<file path="src/rtl/usb_fs_pkg.sv">
// Shared USB full-speed definitions: arbiter FSM encoding and index sizing.
package usb_fs_pkg;

    typedef enum logic [1:0] {
        ST_IDLE,
        ST_GRANTED,
        ST_GAP
    } arb_state_e;

    // Width of an index into n items, never narrower than one bit.
    function automatic int idx_w(input int n);
        return (n <= 2) ? 1 : $clog2(n);
    endfunction

endpackage

</file>
<file path="src/rtl/usb_fs_rr_pick.sv">
// Combinational winner search: first set request from start (mode=1)
// or from index 0 (mode=0), wrapping at the top.
module usb_fs_rr_pick #(
    parameter int NUM_EPS = 1,
    parameter int IDX_W   = 1
) (
    input  logic [NUM_EPS-1:0] req,
    input  logic [IDX_W-1:0]   start,
    input  logic               mode,
    output logic [IDX_W-1:0]   winner,
    output logic               found
);

    int base;

    assign base = mode ? int'(start) : 0;

    always_comb begin
        winner = '0;
        found  = 1'b0;
        for (int k = 0; k < NUM_EPS; k++) begin
            if (!found && req[(base + k) % NUM_EPS]) begin
                found  = 1'b1;
                winner = IDX_W'((base + k) % NUM_EPS);
            end
        end
    end

endmodule

</file>
<file path="src/rtl/usb_fs_ep_arb.sv">
// Endpoint channel arbiter: one registered grant, a mandatory idle gap
// between owners, optional lock and hold limit.
module usb_fs_ep_arb
    import usb_fs_pkg::*;
#(
    parameter int NUM_EPS  = 1,
    parameter int DATA_W   = 8,
    parameter int RR_MODE  = 1,
    parameter int MAX_HOLD = 0,
    localparam int IDX_W   = idx_w(NUM_EPS)
) (
    input  logic                      clk,
    input  logic                      reset,
    input  logic [NUM_EPS-1:0]        ep_req,
    output logic [NUM_EPS-1:0]        ep_grant,
    input  logic [NUM_EPS*DATA_W-1:0] ep_data,
    input  logic                      lock,
    output logic [DATA_W-1:0]         arb_data,
    output logic                      arb_valid,
    output logic [IDX_W-1:0]          arb_idx,
    output logic                      hold_timeout
);

    localparam int CNT_W = idx_w(MAX_HOLD + 1);
    localparam logic [IDX_W-1:0] LAST_EP  = IDX_W'(NUM_EPS - 1);
    localparam logic [CNT_W-1:0] HOLD_MAX = CNT_W'(MAX_HOLD);

    arb_state_e         state, state_nx;
    logic [IDX_W-1:0]   idx_q, idx_nx;
    logic [IDX_W-1:0]   last_q, last_nx;
    logic [IDX_W-1:0]   start, winner;
    logic               found;
    logic [CNT_W-1:0]   cnt_q, cnt_nx;
    logic               to_q, to_nx;
    logic [NUM_EPS-1:0] cur_oh, others;
    logic               own_req, force_rel;

    assign start = (last_q == LAST_EP) ? '0 : last_q + 1'b1;

    usb_fs_rr_pick #(
        .NUM_EPS (NUM_EPS),
        .IDX_W   (IDX_W)
    ) u_pick (
        .req    (ep_req),
        .start  (start),
        .mode   (RR_MODE != 0),
        .winner (winner),
        .found  (found)
    );

    assign cur_oh  = NUM_EPS'(1) << idx_q;
    assign others  = ep_req & ~cur_oh;
    assign own_req = ep_req[idx_q];
    // Forced release only when someone else is actually waiting.
    assign force_rel = (MAX_HOLD > 0) && (cnt_q == HOLD_MAX)
                     && !lock && (|others);

    always_comb begin
        state_nx = state;
        idx_nx   = idx_q;
        last_nx  = last_q;
        cnt_nx   = cnt_q;
        to_nx    = 1'b0;
        unique case (state)
            ST_IDLE: begin
                if (found) begin
                    state_nx = ST_GRANTED;
                    idx_nx   = winner;
                    last_nx  = winner;
                    cnt_nx   = '0;
                end
            end
            ST_GRANTED: begin
                if (force_rel) begin
                    state_nx = ST_GAP;
                    to_nx    = 1'b1;
                end else if (!lock && !own_req) begin
                    state_nx = ST_GAP;
                end else if (!lock && cnt_q != HOLD_MAX) begin
                    cnt_nx = cnt_q + 1'b1;
                end
            end
            ST_GAP:  state_nx = ST_IDLE;
            default: state_nx = ST_IDLE;
        endcase
    end

    always_ff @(posedge clk or negedge reset) begin
        if (!reset) begin
            state  <= ST_IDLE;
            idx_q  <= '0;
            last_q <= LAST_EP;
            cnt_q  <= '0;
            to_q   <= 1'b0;
        end else begin
            state  <= state_nx;
            idx_q  <= idx_nx;
            last_q <= last_nx;
            cnt_q  <= cnt_nx;
            to_q   <= to_nx;
        end
    end

    assign arb_valid    = (state == ST_GRANTED);
    assign arb_idx      = idx_q;
    assign ep_grant     = arb_valid ? cur_oh : '0;
    assign hold_timeout = to_q;

    always_comb begin
        arb_data = '0;
        for (int i = 0; i < NUM_EPS; i++) begin
            if (arb_valid && idx_q == IDX_W'(i))
                arb_data = ep_data[i*DATA_W +: DATA_W];
        end
    end

endmodule

</file>
<file path="config.mk">
export PLATFORM = sky130hd
export DESIGN_NAME = usb_fs_ep_arb
export DESIGN_NICKNAME = d
export VERILOG_FILES = /design/src/rtl/usb_fs_pkg.sv /design/src/rtl/usb_fs_rr_pick.sv /design/src/rtl/usb_fs_ep_arb.sv
export SDC_FILE = /design/constraint.sdc
export NUM_CORES = 1
export LEC_CHECK = 0
export CELL_PAD_IN_SITES_DETAIL_PLACEMENT = 2
export CELL_PAD_IN_SITES_GLOBAL_PLACEMENT = 2
export CORE_UTILIZATION = 10
export DETAILED_ROUTE_END_ITERATION = 16
export PLACE_DENSITY_LB_ADDON = 0.1
export SETUP_SLACK_MARGIN = 0.4
export SLEW_MARGIN = 20
export SYNTH_ARGS = -nofsm -noshare
export SYNTH_HDL_FRONTEND = slang
export SYNTH_SLANG_ARGS = --single-unit
</file>
<file path="constraint.sdc">
create_clock -name clk -period 2.35 [get_ports clk]
set_clock_uncertainty 0.1 [all_clocks]
set_input_delay 0.3525 -clock clk [delete_from_list [all_inputs] [get_ports clk]]
set_output_delay 0.3525 -clock clk [all_outputs]
set_load 0.02 [all_outputs]
</file>
== Word level (Yosys, flattened, before mapping) ==
Cells that the tools add are included.

* Output and inout port bits: 12
* Bits of input ports: 12
* Register bits after elaboration: 2
* Word-level logic and storage cells: 15

* Mux-type cells: 6
* Reduce and logical (&&, ||, !) cells: 5
* Equality and inequality tests: 3

{| class="wikitable"
|+ Operator list
! kind !! number
|-
| $mux W8 || 1
|-
| $mux W2 || 2
|-
| $pmux W2 S2 || 1
|-
| $eq A2 B1 Y1 const B || 1
|-
| $logic_not A1 Y1 || 2
|-
| $logic_not A2 Y1 || 1
|-
| $mux W1 || 2
|-
| $ne A2 B1 Y1 const B || 1
|-
| $ne A2 B2 Y1 const B || 1
|-
| $reduce_and A2 Y1 || 1
|-
| $logic_and A1 B1 Y1 || 1
|}

== Longest topological paths before layout ==
Gate-level depths: netlist of the first run.

* Depth in word-level cells: 4
* Depth in mapped cells: 3
* Gate-level depth less buffers: 2

== Hierarchy ==
From an unflattened synthesis of the first run, not the netlist that was laid out.

* Cell total of the unflattened synthesis: 25
* Area total of the unflattened synthesis: 226.5 um^2

{| class="wikitable"
|+ By module, submodules not included
! module !! area an instance (um^2) !! cells an instance !! sequential area each (um^2) !! instances
|-
| usb_fs_ep_arb || 207.7 || 22 || 75.1 || 1
|-
| usb_fs_rr_pick || 18.8 || 3 || 0.0 || 1
|}

== Least setup slack after synthesis of the first run ==
OpenSTA, ideal clock, no wires.

* Path type: reg2out
* From: reg state[1]
* To: out arb_data[0]
* Cell stages (with the launch flop): 4
* Path buffers: 1
* Path slack: 1.032 ns
* Arrival: 0.865 ns
* Cells stage by stage: dfrtp_1 -> nor2b_4 -> buf_6 -> and2_1

* Word-level cells in the longest chain between the ends: 2

{| class="wikitable"
|+ RTL lines
! element !! RTL line !! source
|-
| start: declaration || usb_fs_ep_arb.sv:28 || <nowiki>arb_state_e state, state_nx;</nowiki>
|-
| start signal: assignment || usb_fs_ep_arb.sv:96 || <nowiki>state <= state_nx;</nowiki>
|-
| $eq A2 B1 Y1 || usb_fs_ep_arb.sv:104 || <nowiki>assign arb_valid = (state == ST_GRANTED);</nowiki>
|-
| via arb_valid || usb_fs_ep_arb.sv:19 || <nowiki>output logic arb_valid,</nowiki>
|-
| $mux W8 || usb_fs_ep_arb.sv:112 || <nowiki>if (arb_valid && idx_q == IDX_W'(i))</nowiki>
|-
| end: declaration || usb_fs_ep_arb.sv:18 || <nowiki>output logic [DATA_W-1:0] arb_data,</nowiki>
|}

The timed path passes the listed nets, and every way through them passes these cells.

== Worst setup path in the final report of the first run ==
* From: reg state[1]
* To: out arb_data[7]

* Word-level cells in the longest chain between the ends: 2

{| class="wikitable"
|+ RTL lines
! element !! RTL line
|-
| $eq A2 B1 Y1 || usb_fs_ep_arb.sv:104
|-
| $mux W8 || usb_fs_ep_arb.sv:112
|}

Every way passes these cells.

==> results of run 1 <==
[cell type report]
class,instances,share of cell area (%)
sequential,2,12.5
clock buffer,3,5.62
multi-input combinational,15,26.6
timing repair buffer,21,50.3
tap,16,5.00
[metal layers]
layer | vias to the layer above | part of all wire [%] | wire length [µm] | track usage, %
li1 | 97 | - | - | -
met1 | 101 | 32 | 211 | 7.30
met2 | 10 | 64 | 425 | 15.2
met3 | 0 | 4.6 | 31 | 2.50
met4 | 0 | 0 | 0 | 7.50
met5 | - | 0 | 0 | 0
[cells in the final DEF, fill, tap and decap left out, drive strengths merged]
cell           netlist  final
nor3b                1      1
clkbuf               0      3
nor2b                1      2
dfrtp                2      2
dlymetal6s2s         0      1
a21oi                1      1
nor2                 1      1
conb                 1      2
clkdlybuf4s50        0     11
dlygate4sd2          0      9
and2                 8      8
[power by group]
part | internal (mW) | leakage [nW] | switching [mW]
Combinational | 0.0446 | 0.168 | 0.0407
Sequential | 0.0374 | 0.0248 | 0.00340
Clock | 0.0561 | 0.0138 | 0.0171
[per-stage QoR]
step	power [mW]	setup slack [ps]	utilization [%]	cell area, µm²	hold slack, ps
final	0.199	581	25.7	400	196
after global routing	0.212	516	25.7	400	197
after CTS	0.207	408	25.5	398	190
after detailed placement	0.134	360	23.9	373	389
after global placement	0.132	384	23.9	373	371
after floorplan	0.0900	1030	-	176	-43.1
[cells by family after synthesis]
| kind of cell | after synthesis | synth area share (%) |
|---|---|---|
| other | 1 | 2.17 |
| AND/OR/NAND/NOR | 11 | 46.4 |
| AO/OA/AOI/OAI | 1 | 2.90 |
| buffers and inverters | 4 | 19.6 |
| flip-flops | 2 | 29.0 |
[worst paths after layout]
check                               to  slack [ps]
min reg2reg                   state[0]         470
max                        arb_data[7]         580
max in group asynchronous     state[1]        1840
min                           state[0]         200
max reg2reg                   state[1]        1370
min in group clk              state[0]         470
[repair_timing]
action,in CTS,in global routing
gates resized for setup,10,1
cloned,1,0
endpoints found under the setup margin,10,1
pin swaps,0,0
==> results_dict.tcl, run 1 <==
set metrics [dict create \
    syn_area_um2 173 \
    cp_top_family "flip-flops" \
    cp_slowest_cell "dfrtp_1" \
    drtAntennaViolNets 0 \
    die_x_um 43.6 \
    ys_ff_latch 2 \
    powerDensity_nw_per_um2 498 \
    seq_area_frac_synth_pct 29.0 \
    max_cap_violations 0 \
    critPathLaunchType "register" \
    clk_pin_slew_worst_paths_ps 30 \
    regArea_um2 50.0 \
    grt_pass1_vias 220 \
    async_flop_share_pct 100 \
    startpoint "state[1]" \
    grt_setup_unrepaired "false" \
    multiInputGateArea_um2 106 \
    globalplace.congestion 0.644 \
    grt_use_total_pct 8.40 \
    num_rows 14 \
    cts_tree "done" \
    synthCells 19 \
    largest_reg_flops 2 \
    vias 208 \
    crit_path_max_fanout 6 \
    layoutNonFillerInstCount 57 \
    nets 55 \
    synth.most_common_cell "and2_1" \
    clock_sinks 2 \
    hold_path.class "input port to asynchronous set/reset pin" \
    reg2reg_depth 2 \
    yosysTopAreaCellShare_pct 29.0 \
    clk_latency_ps 220 \
    wl_per_cell_um 11.7 \
    totalWireLength_um 668 \
    regMostFlops "state" \
    r2r_start "state[1]" \
    tns_ps 0 \
    cts-root-buf "clkbuf_4" \
    crit_required_ps 1900 \
    cp.depth 3 \
    worstPathCellList "nor2b_4 -> and2_1 -> dlygate4sd2_1" \
    drt_iter0_drc 9 \
    drive_above_1_share_pct 14.6 \
    yosysTopAreaCell "and2_1" \
    core_um2 1560 \
    synth_common_cells "8 x and2_1, 3 x buf_4, 2 x dfrtp_1" \
    grt_antenna_before_repair 0 \
    grt-ovfl-total 0 \
    grt_max_degree 7 \
    synth_warnings 0 \
    fp.dieH_um 43.6 \
    crit_path_end_kind "output pin" \
    post_drt_via_cell_ratio 3.65 \
    post_cts_buffers 0 \
    worstSetupPathType "register to output pin" \
    hold_violations 0 \
    die_area_um2 1900 \
    setup_viol 0 \
    vdd_ir_drop_max_uv 236 \
    fillCellCount 177 \
    first_pass_iters 9 \
    io_buffers 21 \
    crit_buf_inv 1 \
    violations "DRC" \
    cts_buffers 3 \
    syn_area_per_cell_um2 9.09 \
    holdBufCountCts 0 \
    post-place-cells 53 \
    htree_num_levels 1 \
    synthDistinctLibCells 9 \
    ys_top_cells_by_area "and2_1 29%, dfrtp_1 29%, buf_4 13%" \
    fin_crit_ps 1770 \
    drc 4 \
    max_freq_ghz 0.565 \
    grt_first_pass_wirelength_um 1040 \
    num_io_pins 24 \
    clk_path_buf_depth 2 \
    synth_edf_count 0 \
    areaGrowthSynthToFinish_pct 132 \
    hpwl_um 520 \
    initial_core_util_pct 11.1 \
    synthFlopType "dfrtp_1" \
    reg.largest.list "state (2)" \
    slowest_delay_ps 440 \
    antenna_cells 0 \
    worst_ep_arrival_time_ps 1320 \
    outcome "complete, but fails checks" \
    finalCritPeriodShare_pct 75.3 \
    report.final.slew_viol_count 0 \
    cellLeakagePower_nw 0.206 \
]
Power figures use the tool's default switching activity.
==> inputs of run 2 (changes only) <==
==> constraint.sdc (replaced) <==
create_clock -name clk -period 1.54 [get_ports clk]
set_clock_uncertainty 0.1 [all_clocks]
set_input_delay 0.231 -clock clk [delete_from_list [all_inputs] [get_ports clk]]
set_output_delay 0.231 -clock clk [all_outputs]
set_load 0.02 [all_outputs]
==> run 2 against run 1 <==
Net effect: the flow still finishes with violations (DRC); cell area increased by 4.4%; via count increased by 2.4%; cell count increased by 1.8%; sequential power increased by 54%; worst setup slack got worse by 490 ps; clock power increased by 57%; global-route usage decreased by 0.86 points; largest cell class unchanged; largest power group unchanged; highest routed layer unchanged.
==> results_dict.tcl, run 2 (synthesis gave the netlist of run 1 again) <==
set metrics [dict create \
    fillCellCount 193 \
    crit_buf_inv 1 \
    cellLeakagePower_nw 0.199 \
    crit_path_end_kind "output pin" \
    clk_path_buf_depth 2 \
    wl_per_cell_um 12.0 \
    grt-ovfl-total 0 \
    cp_top_family "flip-flops" \
    clock_sinks 2 \
    layout_common_cells "11 x clkdlybuf4s50_1, 6 x and2_2, 6 x buf_4, 4 x buf_6, 3 x clkbuf_4" \
    totalWireLength_um 697 \
    clk_latency_ps 220 \
    core_um2 1560 \
    clk_pin_slew_worst_paths_ps 30 \
    drt_iter0_drc 3 \
    whs_ps 74.4 \
    slowest_delay_ps 440 \
    post-place-cells 53 \
    post-route-util_pct 26.8 \
    grt_pass1_vias 220 \
    die_x_um 43.6 \
    htree_num_levels 1 \
    tns_ps 0 \
    critPathLaunchType "register" \
    outcome "complete, but fails checks" \
    crit_required_ps 1210 \
    worstSetupPathType "register to output pin" \
    initial_core_util_pct 11.1 \
    cts-root-buf "clkbuf_4" \
    violations "DRC" \
    report.final.slew_viol_count 0 \
    place_area_um2 383 \
    cp_slowest_cell "dfrtp_2" \
    drc 2 \
    post_drt_via_cell_ratio 3.67 \
    powerDensity_nw_per_um2 796 \
    design_area_um2 418 \
    vias 213 \
    vdd_ir_drop_max_uv 294 \
    reg.largest.list "state (2)" \
    fin_crit_ps 1450 \
    grt_first_pass_wirelength_um 1010 \
    cts_buffers 3 \
    finalCritPeriodShare_pct 94.3 \
    worstPathCellList "nor2b_4 -> and2_2 -> buf_4" \
    fp.dieH_um 43.6 \
    max_freq_ghz 0.689 \
    areaGrowthSynthToFinish_pct 142 \
    die_area_um2 1900 \
    cts_tree "done" \
    globalplace.congestion 0.556 \
    grt_use_total_pct 7.54 \
    setup_viol 0 \
    grt_max_degree 7 \
    first_pass_iters 9 \
    p_total_mw 0.333 \
    fin_ws_ps 87.9 \
    num_rows 14 \
    grt_setup_unrepaired "true" \
    regMostFlops "state" \
    layoutNonFillerInstCount 58 \
    holdBufCountCts 0 \
    drive_above_1_share_pct 61.9 \
    worst_ep_arrival_time_ps 1120 \
    grt_antenna_before_repair 0 \
    num_io_pins 24 \
    drtAntennaViolNets 0 \
    hold_violations 0 \
    crit_path_max_fanout 6 \
    hpwl_um 494 \
    final_common_cell "clkdlybuf4s50_1" \
    max_cap_violations 0 \
    hold_path.class "input port to asynchronous set/reset pin" \
    antenna_cells 0 \
    nets 56 \
    largest_reg_flops 2 \
    io_buffers 21 \
    place_ws_ps -222 \
]
run 2: path summary, 6_finish.rpt:
path,startpoint,endpoint,slack [ps],depth (start not counted)
min in group clk,state[1],state[0],420,1
worst max register to register,state[1],state[1],570,2
worst min register to register,state[1],state[0],420,1
worst max-delay path,state[1],arb_data[7],90,3
worst min-delay path,reset,state[0],70,1
max in group asynchronous,reset,state[1],1130,1
run 2: what timing repair did:
action,in CTS,in global routing
gates resized for setup,57,0
gates cloned,1,0
setup buffers,0,1
pin swaps,1,0
endpoints found under the setup margin,10,10
run 2: area by class of cell:
cell class | count | area [µm²] | share of cell area (%)
timing repair buffer | 22 | 205 | 49.1
multi-input combinational | 15 | 119 | 28.4
sequential | 2 | 51.3 | 12.3
clock buffer | 3 | 22.5 | 5.39
tap | 16 | 20.0 | 4.79
run 2: worst reg2reg max path: cells and delay by family (launching register included):
family,cells,cell delay (ps)
AND/OR/NAND/NOR,2,350
flip-flops,1,440
run 2: metal layers:
layer | GRT usage [%] | wire (µm) | share of wire, % | up-vias
met5 | 0 | 0 | 0 | -
met4 | 5.63 | 0 | 0 | 0
met3 | 0 | 37 | 5.3 | 0
met2 | 14.3 | 423 | 61 | 11
met1 | 7.81 | 236 | 34 | 103
li1 | - | - | - | 99
run 2: report_power, final:
part / switching (mW) / internal [mW] / leakage [nW]
combinational: 0.0679 / 0.0873 / 0.162
clock: 0.0287 / 0.0859 / 0.0138
sequential: 0.00541 / 0.0573 / 0.0233
total: 0.102 / 0.231 / 0.199
==> inputs of run 3 (changes only) <==
--- a/config.mk
+++ b/config.mk
@@ -9,6 +9,7 @@
 export CELL_PAD_IN_SITES_GLOBAL_PLACEMENT = 2
 export CORE_UTILIZATION = 10
 export DETAILED_ROUTE_END_ITERATION = 16
+export GPL_TIMING_DRIVEN = 0
 export PLACE_DENSITY_LB_ADDON = 0.1
 export SETUP_SLACK_MARGIN = 0.4
 export SLEW_MARGIN = 20
==> run 3 against run 2 <==
Net effect: the run still ends with DRC left; critical path depth up 1; critical path type unchanged; wire length unchanged; critical endpoint is now arb_data[2]; largest power group unchanged; combinational power grew 35%; sequential share of layout area shrank 2.3 points; clock power is essentially flat.
==> results_dict.tcl, run 3 (synthesis gave the netlist of run 1 again) <==
set metrics [dict create \
    setup_viol 0 \
    power.internal_mw 0.273 \
    antenna_cells 0 \
    grt_setup_unrepaired "true" \
    drc 2 \
    cts_tree "done" \
    slowest_delay_ps 400 \
    wl_met2_um 439 \
    totalWireLength_um 697 \
    largest_reg_flops 2 \
    pwr-share-comb_pct 54.2 \
    violations "DRC" \
    clock_sinks 2 \
    layout_common_cells "14 x buf_6, 11 x clkdlybuf4s50_1, 8 x and2_4, 4 x buf_4, 3 x clkbuf_4" \
    powerDensity_nw_per_um2 767 \
    regArea_um2 50.0 \
    crit_path_end_kind "output pin" \
    io_buffers 21 \
    cellLeakagePower_nw 0.245 \
    grt_antenna_before_repair 0 \
    nets 62 \
    worst_ep_arrival_time_ps 1140 \
    max_freq_ghz 0.679 \
    wl_met1_um 204 \
    critPathLaunchType "register" \
    max_cap_violations 0 \
    tns_ps 0 \
    regMostFlops "state" \
    highest_layer "met4" \
    grt_max_degree 7 \
    wl_per_cell_um 10.9 \
    outcome "complete, but fails checks" \
    p_total_mw 0.386 \
    core_um2 1560 \
    vias 241 \
    num_io_pins 24 \
    hpwl_um 517 \
    drt_iter0_drc 2 \
    areaGrowthSynthToFinish_pct 191 \
    report.final.slew_viol_count 0 \
    initial_core_util_pct 11.1 \
    seq_power_share_pct 15.5 \
    clk_latency_ps 230 \
    first_pass_iters 9 \
    clk_path_buf_depth 2 \
    worstPathCellList "nor2b_4 -> buf_6 -> and2_4 -> buf_6" \
    fin_crit_ps 1470 \
    cpMostUsedCell "buf_6" \
    die_x_um 43.6 \
    fp.dieH_um 43.6 \
    drtAntennaViolNets 0 \
    grt_pass1_vias 252 \
    hold_violations 0 \
    grt-ovfl-total 0 \
    grt_first_pass_wirelength_um 993 \
    holdBufCountCts 0 \
    vdd_ir_drop_max_uv 381 \
    post_drt_via_cell_ratio 3.77 \
    hold_path.class "input port to asynchronous set/reset pin" \
    drive_above_1_share_pct 64.6 \
    grt_use_total_pct 7.97 \
    cts-root-buf "clkbuf_4" \
    power_switching_mw 0.113 \
    worstSetupPathType "register to output pin" \
    crit_path_max_fanout 6 \
    finalCritPeriodShare_pct 95.6 \
    fillCellCount 179 \
    startpoint "state[1]" \
    cts_buffers 3 \
    htree_num_levels 1 \
    clk_pin_slew_worst_paths_ps 30 \
    crit_buf_inv 2 \
    post-route-util_pct 32.3 \
    cp_slowest_cell "dfrtp_1" \
    wl_met3_um 36 \
    final_common_cell "buf_6" \
    multiInputGateArea_um2 113 \
    clockPowerShare_pct 30.3 \
    num_rows 14 \
    reg.largest.list "state (2)" \
    cp_top_family "flip-flops" \
    globalplace.congestion 0.581 \
    die_area_um2 1900 \
    r2r_start "state[0]" \
    crit_required_ps 1210 \
    power_switching_share_pct 29.3 \
]
==> run 3: cell types whose count changed in the layout (fill, tap and decap cells not counted), moves of 2 or more <==
cell and change:
buf_6 +10, and2_2 -6, and2_4 +6, buf_4 -2
==> run 3: cell type report <==
type	instances	area share, %
Buffer	4	7.46
Clock buffer	3	4.48
Multi-Input combinational cell	14	22.4
Sequential cell	2	9.95
Tap cell	16	3.98
Timing Repair Buffer	25	51.7
==> run 3: routing by layer <==
layer	track usage [%]	up-vias
met2	14.6	13
met4	9.38	0
li1	-	112
met5	0	-
met1	5.79	114
met3	2.50	2
==> run 3: worst register-to-register path, stage by stage (launching register included) <==
cell and delay, ps:
dfrtp_1 370, nor2b_4 140, buf_6 130, buf_6 110
nor3b_2 140
==> run 3: final timing paths <==
path | cells after the start | to | slack, ps
worst min register to register | 1 | state[0] | 390
worst max-delay path | 4 | arb_data[2] | 70
worst min-delay path | 1 | state[0] | 70
min in group clk | 1 | state[0] | 390
worst max register to register | 4 | state[1] | 450
max in group asynchronous | 1 | state[1] | 1140
==> run 3: timing repair <==
action | CTS | global route
pin swaps | 8 | 0
buffers inserted | 2 | 1
setup endpoints to repair | 10 | 11
resized for setup | 71 | 1
gates cloned | 1 | 0
==> run 3: power by group through the flow <==
stage	clock, mW	sequential [mW]	combinational (mW)
after floorplan	0	0.0599	0.0818
after global placement	0	0.0602	0.160
after detailed placement	0	0.0607	0.164
after CTS	0.124	0.0601	0.206
after global routing	0.132	0.0607	0.219
final	0.117	0.0600	0.209
==> run 3: through the flow <==
stage | worst slack [ps] | area, µm² | cells | hold WS [ps]
6_report | 68.1 | 503 | 64 | 71.4
2_1_floorplan | 376 | 186 | 20 | -165
3_5_place_dp | -211 | 417 | 57 | 310
4_1_cts | 46.5 | 492 | 63 | 67.9
3_3_place_gp | -191 | 417 | 57 | 301
5_1_grt | 14.9 | 503 | 64 | 57.9
